**src/rtl/alu_ctrl_pkg.sv**
```systemverilog
// Shared ALU control codes, FSM state type and default datapath width.
// Used by alu_issue_ctrl, shift_add_mul and the ALUControl decoder.
package alu_ctrl_pkg;

    localparam int ALU_WIDTH = 32;

    localparam logic [2:0] CTRL_ADD = 3'b000;
    localparam logic [2:0] CTRL_SUB = 3'b001;
    localparam logic [2:0] CTRL_MUL = 3'b010;
    localparam logic [2:0] CTRL_OR  = 3'b100;
    localparam logic [2:0] CTRL_AND = 3'b101;

    typedef enum logic {
        IDLE     = 1'b0,
        MUL_BUSY = 1'b1
    } state_t;

endpackage

```
**src/rtl/alu_issue_ctrl_shift_add_mul.sv**
```systemverilog
// Iterative shift-add multiplier: one partial-product step per cycle.
// The step on start_i consumes the operands straight from the ports, so an
// N-step multiply occupies the start cycle plus N-1 further step cycles.
// product_o/last_o describe the step being taken this cycle; the caller
// registers product_o when last_o is set.
// Optional: ALU_MUL_EARLY_EXIT_EN ends the multiply as soon as the remaining
// multiplier bits are all zero.
module shift_add_mul
    import alu_ctrl_pkg::*;
#(
    parameter int WIDTH = ALU_WIDTH,
    parameter int CNT_W = 6
) (
    input  logic             clk_i,
    input  logic             rst_n_i,
    input  logic             start_i,
    input  logic             step_i,
    input  logic             abort_i,
    input  logic [WIDTH-1:0] a_i,
    input  logic [WIDTH-1:0] b_i,
    output logic             last_o,
    output logic [WIDTH-1:0] product_o
);

    logic [WIDTH-1:0] a_q, a_d;
    logic [WIDTH-1:0] b_q, b_d;
    logic [WIDTH-1:0] acc_q, acc_d;
    logic [CNT_W-1:0] cnt_q, cnt_d;

    logic [WIDTH-1:0] src_a, src_b, src_acc, sum;
    logic [CNT_W-1:0] step_idx;
    logic             last;

    // One shift-add step; operands come from the ports on start, else from the registers.
    always_comb begin
        src_a    = start_i ? a_i : a_q;
        src_b    = start_i ? b_i : b_q;
        src_acc  = start_i ? '0 : acc_q;
        step_idx = start_i ? '0 : cnt_q;
        sum      = src_acc + (src_b[0] ? src_a : '0);
        last     = (step_idx == CNT_W'(WIDTH - 1));
`ifdef ALU_MUL_EARLY_EXIT_EN
        if ((src_b >> 1) == '0) begin
            last = 1'b1;
        end
`endif
        a_d   = a_q;
        b_d   = b_q;
        acc_d = acc_q;
        cnt_d = cnt_q;
        if (abort_i) begin
            cnt_d = '0;
        end else if (start_i || step_i) begin
            a_d   = src_a << 1;
            b_d   = src_b >> 1;
            acc_d = sum;
            cnt_d = last ? '0 : step_idx + 1'b1;
        end
        last_o    = last;
        product_o = sum;
    end

    // Multiplier working registers.
    always_ff @(posedge clk_i or negedge rst_n_i) begin
        if (!rst_n_i) begin
            a_q   <= '0;
            b_q   <= '0;
            acc_q <= '0;
            cnt_q <= '0;
        end else begin
            a_q   <= a_d;
            b_q   <= b_d;
            acc_q <= acc_d;
            cnt_q <= cnt_d;
        end
    end

endmodule

```
**src/rtl/alu_issue_ctrl.sv**
```systemverilog
// EX-stage issue controller: accepts ALU requests, executes ADD/SUB/OR/AND in
// one registered cycle and sequences MUL on shift_add_mul while stalling the
// pipeline. flush_i aborts in-flight work and drops same-cycle requests.
// Optional: ALU_MUL_EARLY_EXIT_EN (in shift_add_mul) shortens MUL latency.
//
// state    | meaning
// IDLE     | ready for a request; single-cycle ops complete from here
// MUL_BUSY | multiply iterating; pipeline stalled, requests not sampled
module alu_issue_ctrl
    import alu_ctrl_pkg::*;
#(
    parameter int WIDTH = ALU_WIDTH,
    parameter int CNT_W = 6
) (
    input  logic             clk_i,
    input  logic             rst_n_i,
    input  logic             valid_i,
    input  logic [2:0]       ctrl_i,
    input  logic [WIDTH-1:0] data1_i,
    input  logic [WIDTH-1:0] data2_i,
    input  logic             flush_i,
    output logic             ready_o,
    output logic             stall_o,
    output logic             valid_o,
    output logic [WIDTH-1:0] result_o,
    output logic             zero_o
);

    state_t           state_q, state_d;
    logic             valid_q, valid_d;
    logic [WIDTH-1:0] result_q, result_d;
    logic             zero_q, zero_d;

    logic             accept, is_mul, mul_start, mul_step, mul_last;
    logic [WIDTH-1:0] alu_res, mul_product;

    assign is_mul    = (ctrl_i == CTRL_MUL);
    assign accept    = (state_q == IDLE) && valid_i && !flush_i;
    assign mul_start = accept && is_mul;
    assign mul_step  = (state_q == MUL_BUSY) && !flush_i;

    assign ready_o  = (state_q == IDLE);
    assign stall_o  = mul_start || (state_q == MUL_BUSY);
    assign valid_o  = valid_q;
    assign result_o = result_q;
    assign zero_o   = zero_q;

    shift_add_mul #(
        .WIDTH (WIDTH),
        .CNT_W (CNT_W)
    ) u_mul (
        .clk_i     (clk_i),
        .rst_n_i   (rst_n_i),
        .start_i   (mul_start),
        .step_i    (mul_step),
        .abort_i   (flush_i),
        .a_i       (data1_i),
        .b_i       (data2_i),
        .last_o    (mul_last),
        .product_o (mul_product)
    );

    // Single-cycle ALU; unknown codes deliberately yield zero.
    always_comb begin
        case (ctrl_i)
            CTRL_ADD: alu_res = data1_i + data2_i;
            CTRL_SUB: alu_res = data1_i - data2_i;
            CTRL_OR:  alu_res = data1_i | data2_i;
            CTRL_AND: alu_res = data1_i & data2_i;
            default:  alu_res = '0;
        endcase
    end

    // Next state, result capture and valid pulse; flush wins over everything.
    always_comb begin
        state_d  = state_q;
        valid_d  = 1'b0;
        result_d = result_q;
        case (state_q)
            IDLE: begin
                if (accept) begin
                    if (is_mul) begin
                        if (mul_last) begin
                            result_d = mul_product;
                            valid_d  = 1'b1;
                        end else begin
                            state_d = MUL_BUSY;
                        end
                    end else begin
                        result_d = alu_res;
                        valid_d  = 1'b1;
                    end
                end
            end
            MUL_BUSY: begin
                if (flush_i) begin
                    state_d = IDLE;
                end else if (mul_last) begin
                    result_d = mul_product;
                    valid_d  = 1'b1;
                    state_d  = IDLE;
                end
            end
            default: state_d = IDLE;
        endcase
        zero_d = (result_d == '0);
    end

    // FSM state and registered outputs.
    always_ff @(posedge clk_i or negedge rst_n_i) begin
        if (!rst_n_i) begin
            state_q  <= IDLE;
            valid_q  <= 1'b0;
            result_q <= '0;
            zero_q   <= 1'b1;
        end else begin
            state_q  <= state_d;
            valid_q  <= valid_d;
            result_q <= result_d;
            zero_q   <= zero_d;
        end
    end

endmodule

```
**config.mk**
```make
export PLATFORM = sky130hd
export DESIGN_NAME = alu_issue_ctrl
export DESIGN_NICKNAME = d
export VERILOG_FILES = /design/src/rtl/alu_ctrl_pkg.sv /design/src/rtl/alu_issue_ctrl_shift_add_mul.sv /design/src/rtl/alu_issue_ctrl.sv
export SDC_FILE = /design/constraint.sdc
export NUM_CORES = 1
export LEC_CHECK = 0
export ABC_AREA = 1
export ABC_CLOCK_PERIOD_IN_PS = 10300
export BUFFER_PORTS_ARGS = -buffer_cell sky130_fd_sc_hd__buf_2
export CORE_MARGIN = 3
export CORE_UTILIZATION = 58
export DETAILED_ROUTE_END_ITERATION = 10
export PLACE_DENSITY = 0.77
export SYNTH_ARGS = -nofsm -noshare
export SYNTH_HDL_FRONTEND = slang
export SYNTH_SLANG_ARGS = --single-unit
```
**constraint.sdc**
```tcl
create_clock -name clk_i -period 10.3 [get_ports clk_i]
set_clock_uncertainty 0.1 [all_clocks]
set_input_delay 0.515 -clock clk_i [delete_from_list [all_inputs] [get_ports clk_i]]
set_output_delay 0.515 -clock clk_i [all_outputs]
set_load 0.05 [all_outputs]
```
=== Word level (Yosys, flattened, before mapping) ===
Index checks and enable logic that the tools add are counted.

* Flip-flop bits (word level): 135
* Output and inout port bits: 36
* Word-level logic and storage cells: 56

* Add/sub/neg operators: 4
* Equality and inequality tests: 5
* Mux-type cells: 24
* Bitwise operators: 4
* Reduce and logical (&&, ||, !) cells: 11

{| class="wikitable"
|+ Operator list
! kind !! number
|-
| 32-bit two-way mux || 8
|-
| 32-bit one-hot mux with 4 select lines || 1
|-
| 32-bit adder || 2
|-
| 32-bit one-hot mux with 2 select lines || 1
|-
| 32-bit AND || 1
|-
| 32-bit logical NOT || 1
|-
| 32-bit bitwise OR || 1
|-
| 32-bit subtractor || 1
|-
| 6-bit two-way mux || 4
|-
| 1-bit two-way mux || 8
|-
| 6-bit by 1-bit adder with 6-bit output, second input constant || 1
|-
| 3-bit == test, second input constant || 2
|-
| 6-bit by 5-bit == test with 1-bit output, second input constant || 1
|-
| 1-bit logical AND || 4
|-
| 1-bit one-hot mux with 2 select lines || 2
|-
| 3-bit by 1-bit == test with 1-bit output, second input constant || 1
|-
| 3-bit by 2-bit == test with 1-bit output, second input constant || 1
|-
| 3-bit logical NOT || 1
|-
| 1-bit logical OR || 2
|-
| 1-bit NOT || 2
|-
| 2-bit AND reduction || 1
|-
| 2-bit nonzero test || 1
|-
| 1-bit logical NOT || 1
|}

=== Logic depth before layout (Yosys ltp) ===
Gate-level depths: netlist of run 1.

* Word-level depth: 12
* Gate-level depth with buffers: 35

=== Modules after synthesis ===
A second synthesis of run 1 with hierarchy kept.

* Cells, all modules: 2148
* Area, all modules: 13241.4 µm²

{| class="wikitable"
|+ By module, submodules not included
! module !! times used !! cells each !! area each (µm²)
|-
| shift_add_mul || 1 || 1077 || 7228.2
|-
| alu_issue_ctrl || 1 || 1071 || 6013.3
|}

=== Least setup slack after synthesis of run 1 ===
OpenSTA, ideal clock, no wires.

* Path type: input to register
* From: input ctrl_i[2]
* To: register zero_q (netlist: zero_o)
* Arrival: 4.035 ns
* Required time: 10.133 ns
* Path slack: 6.098 ns
* Cell stages on the path: 27
* Path through: buf_6 nor3_4 nand2_8 inv_2 buf_2 clkbuf_1 buf_1 nor2_1 ha_1 fa_1 nand3_1 nand3_1 nand2_1 nand2_1 nand2_1 nand3_1 nand2_1 nand3_1 nand2_1 nand2_1 nand2_1 nand2_1 nor2_1 nand3_1 nor2_1 nand3_1 nor2_1

* Word-level cells in the longest chain between the ends: 10
* Elaborated cells between the ends (all ways): 20
* Those cells by class: 1 x add/sub; 5 x eq/ne; 11 x mux; 3 x reduce/logical

{| class="wikitable"
|+ RTL lines
! element !! RTL line !! source
|-
| start, declared || alu_issue_ctrl.sv:18 || <nowiki>input logic [2:0] ctrl_i,</nowiki>
|-
| 3-bit by 2-bit == test with 1-bit output || alu_issue_ctrl.sv:37 || <nowiki>assign is_mul = (ctrl_i == CTRL_MUL);</nowiki>
|-
| 1-bit logical AND || alu_issue_ctrl.sv:39 || <nowiki>assign mul_start = accept && is_mul;</nowiki>
|-
| 32-bit two-way mux (on tied branches) || alu_issue_ctrl_shift_add_mul.sv:36, alu_issue_ctrl_shift_add_mul.sv:37 ||
|-
| 32-bit two-way mux || alu_issue_ctrl_shift_add_mul.sv:40 || <nowiki>sum = src_acc + (src_b[0] ? src_a : '0);</nowiki>
|-
| 32-bit adder || alu_issue_ctrl_shift_add_mul.sv:40 ||
|-
| 32-bit two-way mux || alu_issue_ctrl.sv:83, alu_issue_ctrl.sv:98 ||
|-
| 32-bit two-way mux || alu_issue_ctrl.sv:82 || <nowiki>if (is_mul) begin</nowiki>
|-
| 32-bit two-way mux || alu_issue_ctrl.sv:81 || <nowiki>if (accept) begin</nowiki>
|-
| 32-bit one-hot mux with 2 select lines * || alu_issue_ctrl.sv:79 || <nowiki>case (state_q)</nowiki>
|-
| 32-bit logical NOT * || alu_issue_ctrl.sv:106 || <nowiki>zero_d = (result_d == '0);</nowiki>
|-
| named net zero_d || alu_issue_ctrl.sv:32 || <nowiki>logic zero_q, zero_d;</nowiki>
|-
| end signal, assigned || alu_issue_ctrl.sv:120 || <nowiki>zero_q <= zero_d;</nowiki>
|-
| end, declared || alu_issue_ctrl.sv:32 ||
|}

The timed path passes the listed nets; every way through them passes the cells marked *.
A chain may end at the register's enable or synchronous reset.

=== Worst setup path in the final report of run 1 ===
* From: input flush_i
* To: register zero_q (netlist: zero_o)

* Word-level cells in the longest chain between the ends: 11
* Elaborated cells between the ends (all ways): 16
* Those cells by class: 1 x add/sub; 1 x eq/ne; 10 x mux; 4 x reduce/logical

{| class="wikitable"
|+ RTL lines
! element !! RTL line !! source
|-
| start, declared || alu_issue_ctrl.sv:21 || <nowiki>input logic flush_i,</nowiki>
|-
| 1-bit logical NOT || alu_issue_ctrl.sv:38 || <nowiki>assign accept = (state_q == IDLE) && valid_i && !flush_i;</nowiki>
|-
| 1-bit logical AND || alu_issue_ctrl.sv:38 ||
|-
| 1-bit logical AND || alu_issue_ctrl.sv:39 ||
|-
| 32-bit two-way mux (on tied branches) || alu_issue_ctrl_shift_add_mul.sv:36, alu_issue_ctrl_shift_add_mul.sv:37 ||
|-
| 32-bit two-way mux || alu_issue_ctrl_shift_add_mul.sv:40 ||
|-
| 32-bit adder || alu_issue_ctrl_shift_add_mul.sv:40 ||
|-
| 32-bit two-way mux || alu_issue_ctrl.sv:83, alu_issue_ctrl.sv:98 ||
|-
| 32-bit two-way mux || alu_issue_ctrl.sv:82 ||
|-
| 32-bit two-way mux || alu_issue_ctrl.sv:81 ||
|-
| 32-bit one-hot mux with 2 select lines * || alu_issue_ctrl.sv:79 ||
|-
| named net result_d[18] || alu_issue_ctrl.sv:31 || <nowiki>logic [WIDTH-1:0] result_q, result_d;</nowiki>
|-
| 32-bit logical NOT * || alu_issue_ctrl.sv:106 ||
|-
| named net zero_d || alu_issue_ctrl.sv:32 ||
|}

Marks and branches as above.

==> results of run 1 <==
synth_stat cells, types with 8 or more instances:
cell type	instances	area share, %
xor2_1	41	2.6
buf_2	8	0.29
nand2_1	831	22
dfrtp_1	134	24
nor2_1	263	7.1
mux2i_1	9	0.64
clkbuf_1	56	1.5
ha_1	66	5.9
o211ai_1	11	0.59
nand3_1	163	5.8
a21oi_1	127	4.5
or2_2	8	0.36
o21ai_0	166	5.9
nand4_1	21	0.94
o21ai_1	10	0.36
nor3_1	14	0.50
buf_1	8	0.21
inv_1	397	11
a31oi_1	28	1.3
where the power goes:
| part | switching [W] | internal, W |
|---|---|---|
| clock | 0.000321 | 0.000334 |
| sequential | 0.0000865 | 0.000679 |
| combinational | 0.000865 | 0.000357 |
layout make-up:
| class | count | share of cell area, % |
|---|---|---|
| inverter | 402 | 9.92 |
| sequential | 135 | 22.1 |
| tap | 319 | 2.61 |
| timing repair buffer | 115 | 3.97 |
| clock buffer | 17 | 2.78 |
| multi-input combinational | 1817 | 57.3 |
| clock inverter | 15 | 1.32 |
layer usage:
metal	global-route usage (%)	vias to the layer above	share of wire, %
li1	-	7740	-
met3	8.54	245	12
met4	22.0	4	6.7
met2	64.2	1127	43
met1	54.7	7475	38
met5	0	-	0.049
how the worst max path moves through the flow:
stage / start / end / depth (start not counted)
6_report: flush_i / zero_o / 29
5_1_grt: flush_i / zero_o / 29
4_1_cts: flush_i / zero_o / 29
3_5_place_dp: flush_i / zero_o / 29
3_3_place_gp: flush_i / zero_o / 29
2_1_floorplan: ctrl_i[2] / zero_o / 27
state kept, by name, summed over array words and instances (netlist names):
register     flops
result_o        32
valid_o          1
u_mul.cnt_q      6
u_mul.acc_q     32
u_mul.b_q       31
state_q          1
u_mul.a_q       31
zero_o           1
cells by family after synthesis:
group           synth area share, %
simple gates                   38.6
mux                           0.643
fa+ha+maj                      6.18
compound gates                 14.1
xor+xnor                       3.00
flops                          24.1
buf+inv                        13.4
timing repair:
| action | 4_1_cts | 5_1_grt |
|---|---|---|
| buffers inserted | 0 | 0 |
| hold endpoints to repair | 54 | 0 |
| resized for setup | 0 | 0 |
| hold buffers | 1 | 0 |
through the flow:
stage	hold WS [ps]	setup WS [ps]	instances	cell area (sq um)	power [W]
after global routing	298	3180	2820	15300	0.00279
after floorplan	119	6100	2433	14000	0.00159
after detailed placement	370	3640	2787	14700	0.00196
after CTS	308	3950	2820	15300	0.00261
after global placement	361	3770	2787	14700	0.00193
final	302	3580	2820	15300	0.00264
==> metrics.md, run 1 <==
| Metric | Value |
|---|---|
| Status | completed |
| Top_reg_cell synth | dfrtp_1 |
| Setup tns final | 0 ps |
| Largest net degree at the start of global routing | 82 |
| Vias in the first global route | 15,200 |
| Register area | 3380 sq um |
| Root buf cell | clkbuf_16 |
| Rel. slew slack | 25.6% |
| Syn_nets | 2,572 |
| Via density | 5.88 |
| Hpwl dp | 42,800 microns |
| Synthesized area per cell | 5.75 sq um |
| CP top delay family | simple AND/OR/NAND/NOR gates |
| Slowest CP cell | inv_4 |
| CTS Buf Count | 17 |
| Finish-stage setup viols | 0 |
| CP required | 10,570 ps |
| Die width | 161 microns |
| Unrepaired setup endpoints after global routing | false |
| Worst Path Buf+Inv | 5 |
| Fmax | 149 MHz |
| I/O Pins | 107 |
| Clk_lat worst skew | 440 ps |
| Multi-input logic area | 8760 sq um |
| GRT overflow | 0 |
| Post-layout util | 64.8% |
| Syn Inst Count | 2,433 |
| DRC viols | 0 |
| TritonCTS clock tree | done |
| Worst-Margin Slew | 1110 ps |
| Worst Setup End Kind | flip-flop |
| Area of the die | 26,000 sq um |
| Critical register-to-register path startpoint | state_q |
| Antenna violations before repair | 2 |
| Async SR Flop Fraction | 100% |
| Hold Path Class | in2reg |
| Post-synthesis register bit count | 135 |
| Commonest non-fill, non-tap cells in the layout | 831 x nand2_1, 397 x inv_1, 261 x nor2_1 |
| PwrDens | 173 nW/um^2 |
| Routed wire length | 54,600 microns |
| # H-tree levels | 4 |
| WS Path Type | in2reg |
| Commonest non-fill, non-tap cell in the layout | nand2_1 |
| HP Start | data2_i[31] |
| Placeable Area | 23,600 sq um |
| Router iterations before antenna repair | 7 |
| Net count, final | 2,627 |
| Distinct cell type count after synthesis | 52 |
| Total global routing track utilization | 41.5% |
| Max Buffers Root-to-Sink | 2 |
| EDFF count, synth | 0 |
| R2r setup slk | 3770 ps |
| Hold endpoint | u_mul.b_q[30] |
| Crit path arrival time | 6990 ps |
| Final period util | 65.2% |
| Vias | 16,600 |
| Fin. Hold Viols | 0 |
| Max VDD drop | 0.104 mV |
| Routability cong. | 1.01 |
| Seq/Total Area, Yosys | 24.1% |
| Die height | 161 microns |
| Filler instances | 2,343 |
| Ant. Diodes | 0 |
| Fin crit period | 6720 ps |
| Area growth syn-to-layout | 9.21% |
| Share of cells above drive strength 1 | 6.88% |
| Clock transition at the registers of the reported paths | 70 ps |
| Starting Density | 59.3% |
| Reg2reg end | zero_o |
| CTS sink cnt | 135 |
| Most frequent CP cell | nand2_1 |
| Cell Area, Synth | 14,000 sq um |
| Detail Route Antenna Nets | 0 |
| WHS Path Cells | 2 |
| Std cell rows | 56 |
| First-pass GRT wire length | 83,900 microns |
| Iter 0 DRT Violations | 2,277 |
| Leak Pwr | 8.79 nW |
| CP peak stage delay | 750 ps |
| Crit path max fanout | 78 |
| Ys Warns | 0 |
| Slew Limit Fails | 0 |
| IO Port Bufs | 106 |
| Max cap viols | 0 |
| Startpoint types | input pin |
| DR WL/cell | 19.4 microns |
| R2R cell count | 26 |
Note: power is estimated with default switching activity, not from simulation.
==> run 2: changes to the inputs <==
ABC_CLOCK_PERIOD_IN_PS = 6600   (was 10300)
clock period = 6.6 ns   (was 10.3 ns; I/O delays follow)
==> run 2 against run 1 <==
Register-to-register slack worse by 2800 ps. Non-clock buffer count up 3. Critical path depth stayed put. Global-route usage is 0.61 points higher. Combinational power rose by 57%. Final cell count is 0.18% higher. Cell area grew 0.11%. Sequential share of layout area about the same. Setup slack got worse by 2700 ps.
==> metrics.md, run 2 (synthesis gave the netlist of run 1 again) <==
| Metric | Value |
|---|---|
| CP peak stage delay | 790 ps |
| Critical register-to-register path startpoint | state_q |
| Commonest non-fill, non-tap cell in the layout | nand2_1 |
| Crit path arrival time | 5960 ps |
| Post_cts resized | 0 |
| Total global routing track utilization | 42.1% |
| Setup tns final | 0 ps |
| Internal cell power | 0.00220 W |
| Max Buffers Root-to-Sink | 2 |
| Filler instances | 2,319 |
| Die height | 161 microns |
| Hpwl dp | 43,300 microns |
| Router iterations before antenna repair | 6 |
| Placed insts | 2,790 |
| Crit path max fanout | 89 |
| Clock transition at the registers of the reported paths | 80 ps |
| Switch Pwr | 0.00196 W |
| Starting Density | 59.3% |
| Rel. slew slack | 20.6% |
| Clk_lat worst skew | 440 ps |
| TritonCTS clock tree | done |
| Vias in the first global route | 15,300 |
| Max VDD drop | 0.166 mV |
| Antenna violations before repair | 3 |
| Detail Route Antenna Nets | 0 |
| Combinational Power Share | 45.8% |
| Via density | 5.86 |
| Share of cells above drive strength 1 | 6.99% |
| IO Port Bufs | 106 |
| Startpoint types | input pin |
| Finish-stage setup viols | 0 |
| Net count, final | 2,630 |
| Vias | 16,500 |
| Routed wire length | 55,500 microns |
| I/O Pins | 107 |
| Max cap viols | 0 |
| R2R cell count | 26 |
| Hold Path Class | in2reg |
| Register area | 3380 sq um |
| Timing endpoint of the critical path | zero_o |
| Reg2reg end | zero_o |
| Std cell rows | 56 |
| Largest net degree at the start of global routing | 96 |
| First-pass GRT wire length | 84,700 microns |
| Multi-input logic area | 8760 sq um |
| Final period util | 86.2% |
| DRC viols | 0 |
| Post-route insts no fill | 2,825 |
| Fmax | 176 MHz |
| Commonest non-fill, non-tap cells in the layout | 831 x nand2_1, 397 x inv_1, 261 x nor2_1 |
| Clk network pwr share | 25.4% |
| WS Path Type | in2reg |
| Most frequent CP cell | nand2_1 |
| GRT overflow | 0 |
| CTS sink cnt | 135 |
| CTS Buf Count | 17 |
| Unrepaired setup endpoints after global routing | false |
| CP startpoint | flush_i |
| CP required | 6870 ps |
| Worst-Margin Slew | 1190 ps |
| Die width | 161 microns |
| Fin crit period | 5690 ps |
| Area of the die | 26,000 sq um |
| Slowest CP cell | inv_4 |
| Area growth syn-to-layout | 9.34% |
| R2r setup slk | 980 ps |
| Status | completed |
| Placeable Area | 23,600 sq um |
| Routability cong. | 1.05 |
| Leak Pwr | 8.80 nW |
| Root buf cell | clkbuf_16 |
| Sequential Power Share | 28.7% |
| Iter 0 DRT Violations | 2,180 |
| Setup Fix Bufs, Post-CTS | 0 |
| Worst Setup End Kind | flip-flop |
| Fin. Hold Viols | 0 |
| Switching portion of total power | 47.1% |
| CTS Hold Buffers Added | 1 |
| PwrDens | 272 nW/um^2 |
| DR WL/cell | 19.7 microns |
| Slew Limit Fails | 0 |
| # H-tree levels | 4 |
## run 2: changes by cell type in the layout (fill, tap and decap cells not counted), sizes merged, moves of 2 or more
| cell | change |
|---|---|
| inv | +3 |
| bufinv | +2 |
| clkinvlp | +2 |
| clkinv | -8 |
| buf | +3 |
| diode | +2 |
## run 2: power groups by stage
stage	clock network (W)	registers [W]	logic (W)
after floorplan	0	0.00132	0.00116
after global placement	0	0.00119	0.00182
after detailed placement	0	0.00120	0.00185
after CTS	0.00104	0.00119	0.00187
after global routing	0.00108	0.00121	0.00210
final	0.00106	0.00120	0.00191
## run 2: through the flow
stage               setup WS (ps)  area (sq um)  util (%)  power (W)  hold slack (ps)
floorplan                    2580         14000         -    0.00248            -65.6
global placement              910         14700      62.2    0.00301              310
detailed placement            750         14700      62.2    0.00305              323
CTS                          1160         15300      64.8    0.00410              132
global route                  631         15300      64.8    0.00439              150
finish                        912         15300      64.8    0.00416              147
## run 2: how the worst min path moves through the flow
stage	start	to	slack, ps	cells after the start
finish	data2_i[4]	u_mul.b_q[3]	150	3
global placement	rst_n_i	u_mul.acc_q[21]	310	1
CTS	data2_i[31]	u_mul.b_q[30]	130	2
detailed placement	rst_n_i	u_mul.acc_q[17]	320	1
global route	data2_i[31]	u_mul.b_q[30]	150	2
floorplan	rst_n_i	result_o[0]	-70	0
## run 2: area by class of cell
cell class | count | area share [%]
inverter | 402 | 9.91
timing repair buffer | 118 | 4.11
sequential | 135 | 22.1
clock inverter | 14 | 1.16
clock buffer | 18 | 2.87
antenna | 2 | 0.0327
multi-input combinational | 1817 | 57.2
tap | 319 | 2.61
## run 2: metal layers
| metal | vias up | GRT usage (%) | routed length (microns) |
|---|---|---|---|
| met1 | 7479 | 55.0 | 21800 |
| met4 | 4 | 25.2 | 4000 |
| met5 | - | 0 | 21 |
| met3 | 228 | 7.46 | 5900 |
| li1 | 7741 | - | - |
| met2 | 1097 | 65.2 | 23900 |
## run 2: worst max-delay path, delay by kind of cell
kind	cells	cell delay (ps)
and+or+nand+nor	23	3300
buffers and inverters	4	1620
adders and majority gates	1	460
AOI/OAI and AO/OA	1	130
==> run 3: changes to the inputs <==
CORE_UTILIZATION = 40   (was 58)
PLACE_DENSITY = default   (was 0.77)
SYNTH_HIERARCHICAL = 1   (was default)
==> run 3 against run 2 <==
Sequential cell count unchanged. Count of clock-buffer cells in the layout up 2. Sequential power down 11%.
==> metrics.md, run 3 <==
| Metric | Value |
|---|---|
| Max VDD drop | 0.208 mV |
| Area growth syn-to-layout | 11.4% |
| Simple-gate share of the synthesized area | 34.6% |
| Leak Pwr | 8.29 nW |
| Vias in the first global route | 13,100 |
| EDFF count, synth | 0 |
| WS Path Type | reg2reg |
| Fin crit period | 5170 ps |
| Mux share of post-synthesis cell area | 2.27% |
| Post-layout util | 45.9% |
| Worst Setup End Kind | flip-flop |
| Filler instances | 3,464 |
| WL met3 | 1810 microns |
| # H-tree levels | 4 |
| Synthesized area per cell | 6.16 sq um |
| Net count, final | 2,360 |
| Clk_lat worst skew | 460 ps |
| Detail Route Antenna Nets | 0 |
| Pre-CTS WS | 1120 ps |
| Die height | 188 microns |
| Hpwl dp | 37,500 microns |
| Setup Fix Bufs, Post-CTS | 0 |
| Worst Path Buf+Inv | 3 |
| Worst-Margin Slew | 1080 ps |
| Routability cong. | 0.953 |
| Seq/Total Area, Yosys | 25.5% |
| Crit-path cells | nor2_1 > nand2_2 > inv_2 > buf_4 > nor2_1 > ha_1 > nand4_1 > nor2_1 > nand2_1 > inv_1 > o21ai_2 > nand2_1 > nand2_1 > a21oi_1 > nand2_1 > nor2_1 > nand2_1 > nor2_1 > nand3_1 > nor2_1 > nand3_1 > nor2_1 |
| GRT overflow | 0 |
| Finish-stage setup viols | 0 |
| Std cell rows | 65 |
| Syn_nets | 2,287 |
| Die width | 188 microns |
| Final period util | 78.4% |
| Syn Inst Count | 2,148 |
| Top_reg_cell synth | dfrtp_1 |
| Via density | 5.12 |
| Rel. slew slack | 27.6% |
| Cell Area, Synth | 13,200 sq um |
| Area of the die | 35,300 sq um |
| First-pass GRT wire length | 72,800 microns |
| XOR/XNOR Fraction of Synth Area | 3.40% |
| Count leader, synth | nand2_1 |
| PwrDens | 249 nW/um^2 |
| IO Port Bufs | 106 |
| Fmax | 193 MHz |
| Max Buffers Root-to-Sink | 2 |
| Root buf cell | clkbuf_16 |
| CTS Buf Count | 17 |
| Met2 routed WL | 22,600 microns |
| Yosys top cell area share | 25.3% |
| Slowest CP cell | dfrtp_1 |
| Final worst slack | 1430 ps |
| Post-synthesis register bit count | 135 |
| Antenna violations before repair | 0 |
| Max cap viols | 0 |
| Distinct cell type count after synthesis | 50 |
| Vias | 13,700 |
| Total global routing track utilization | 26.4% |
| Synth Area in Compound Gates | 14.3% |
| Setup tns final | 0 ps |
| Fin. Hold Viols | 0 |
| Ys Warns | 6 |
| Ant. Diodes | 0 |
| I/O Pins | 107 |
| Commonest non-fill, non-tap cells in the layout | 636 x nand2_1, 369 x inv_1, 241 x nor2_1 |
| Most frequent CP cell | nor2_1 |
| CTS sink cnt | 135 |
| CP required | 6890 ps |
| Routed wire length | 47,300 microns |
| Synth area leader | dfrtp_1 |
| CP peak stage delay | 810 ps |
| Largest net degree at the start of global routing | 76 |
| Post_cts resized | 0 |
| Clock transition at the registers of the reported paths | 70 ps |
| CTS Hold Buffers Added | 1 |
| Starting Density | 41.2% |
| Placeable Area | 32,100 sq um |
| Crit path max fanout | 69 |
| Synth cell count leaders | 636 x nand2_1, 370 x inv_1, 241 x nor2_1, 134 x dfrtp_1, 134 x nand3_1 |
| Share of cells above drive strength 1 | 9.49% |
| Startpoint types | flip-flop |
| Router iterations before antenna repair | 5 |
| DR WL/cell | 17.7 microns |
| Largest family of logic cells by synthesized area | simple AND/OR/NAND/NOR gates |
| Top Layer Used | met4 |
| DRC viols | 0 |
| Status | completed |
| CP top delay family | simple AND/OR/NAND/NOR gates |
| Commonest non-fill, non-tap cell in the layout | nand2_1 |
| Async SR Flop Fraction | 100% |
| DRT met1 WL | 22,000 microns |
| Crit path arrival time | 5470 ps |
| Area contributors post-synth | dfrtp_1 25%, nand2_1 18%, inv_1 10% |
| Synth Area in Adders | 6.54% |
| Unrepaired setup endpoints after global routing | false |
| Slew Limit Fails | 0 |
| Hold Path Class | in2reg |
| TritonCTS clock tree | done |
| Iter 0 DRT Violations | 1,143 |
run 3: cell types whose count changed after synthesis, sizes merged, moves of 11 or more:
| cell | before | now |
|---|---|---|
| clkbuf | 56 | 28 |
| nand3 | 164 | 138 |
| nor2 | 265 | 247 |
| a21oi | 128 | 93 |
| o21ai | 178 | 128 |
| mux2i | 9 | 30 |
| buf | 23 | 34 |
| nand2 | 833 | 653 |
| o211ai | 12 | 40 |
| a22oi | 1 | 14 |
| inv | 400 | 381 |
run 3: layer usage:
metal	vias to the layer above	track usage, %
li1	6912	-
met1	6405	35.6
met2	312	45.2
met3	49	2.52
met4	0	6.98
met5	-	0
run 3: area by class of cell:
| cell class | count | area, sq um | share of cell area (%) |
|---|---|---|---|
| multi-input combinational | 1570 | 8100 | 54.9 |
| sequential | 135 | 3380 | 22.9 |
| inverter | 381 | 1430 | 9.71 |
| timing repair buffer | 116 | 614 | 4.17 |
| tap | 435 | 544 | 3.69 |
| clock buffer | 20 | 457 | 3.10 |
| clock inverter | 12 | 223 | 1.51 |
run 3: logic make-up after synthesis:
kind of cell	count (synthesis)
DFF	135
buffers and inverters	443
xor gates and xnor gates	48
AOI/OAI and AO/OA	322
muxes	30
adders and majority gates	68
and+or+nand+nor	1102
run 3: final timing paths:
path	from	to	slack, ps	cells past startpoint
max reg2reg	state_q	zero_o	1430	22
min reg2reg	u_mul/acc_q[21]	u_mul/acc_q[21]	380	2
min in group asynchronous	rst_n_i	u_mul/a_q[4]	380	2
max in group asynchronous	rst_n_i	u_mul/b_q[23]	4650	3
max	state_q	zero_o	1430	22
min	data2_i[1]	u_mul/b_q[0]	80	3
run 3: worst min-delay path, cell delays in order:
cell and delay, ps:
buf_2 120, o211ai_1 80, o21ai_0 60
run 3: report_power, final:
| part | switching, W | internal (W) | total [W] |
|---|---|---|---|
| sequential | 0.0000785 | 0.000990 | 0.00107 |
| clock | 0.000423 | 0.000728 | 0.00115 |
| combinational | 0.00102 | 0.000429 | 0.00145 |
run 3: metrics by stage:
step                      std cells  power [W]  hold WS (ps)  cell area [sq um]
after global placement         2636    0.00250           303              14100
after global routing           2669    0.00389           102              14700
final                          2669    0.00367          80.1              14700
after detailed placement       2636    0.00251           315              14100
after floorplan                2148    0.00207         -65.6              13200
after CTS                      2669    0.00368          69.2              14700
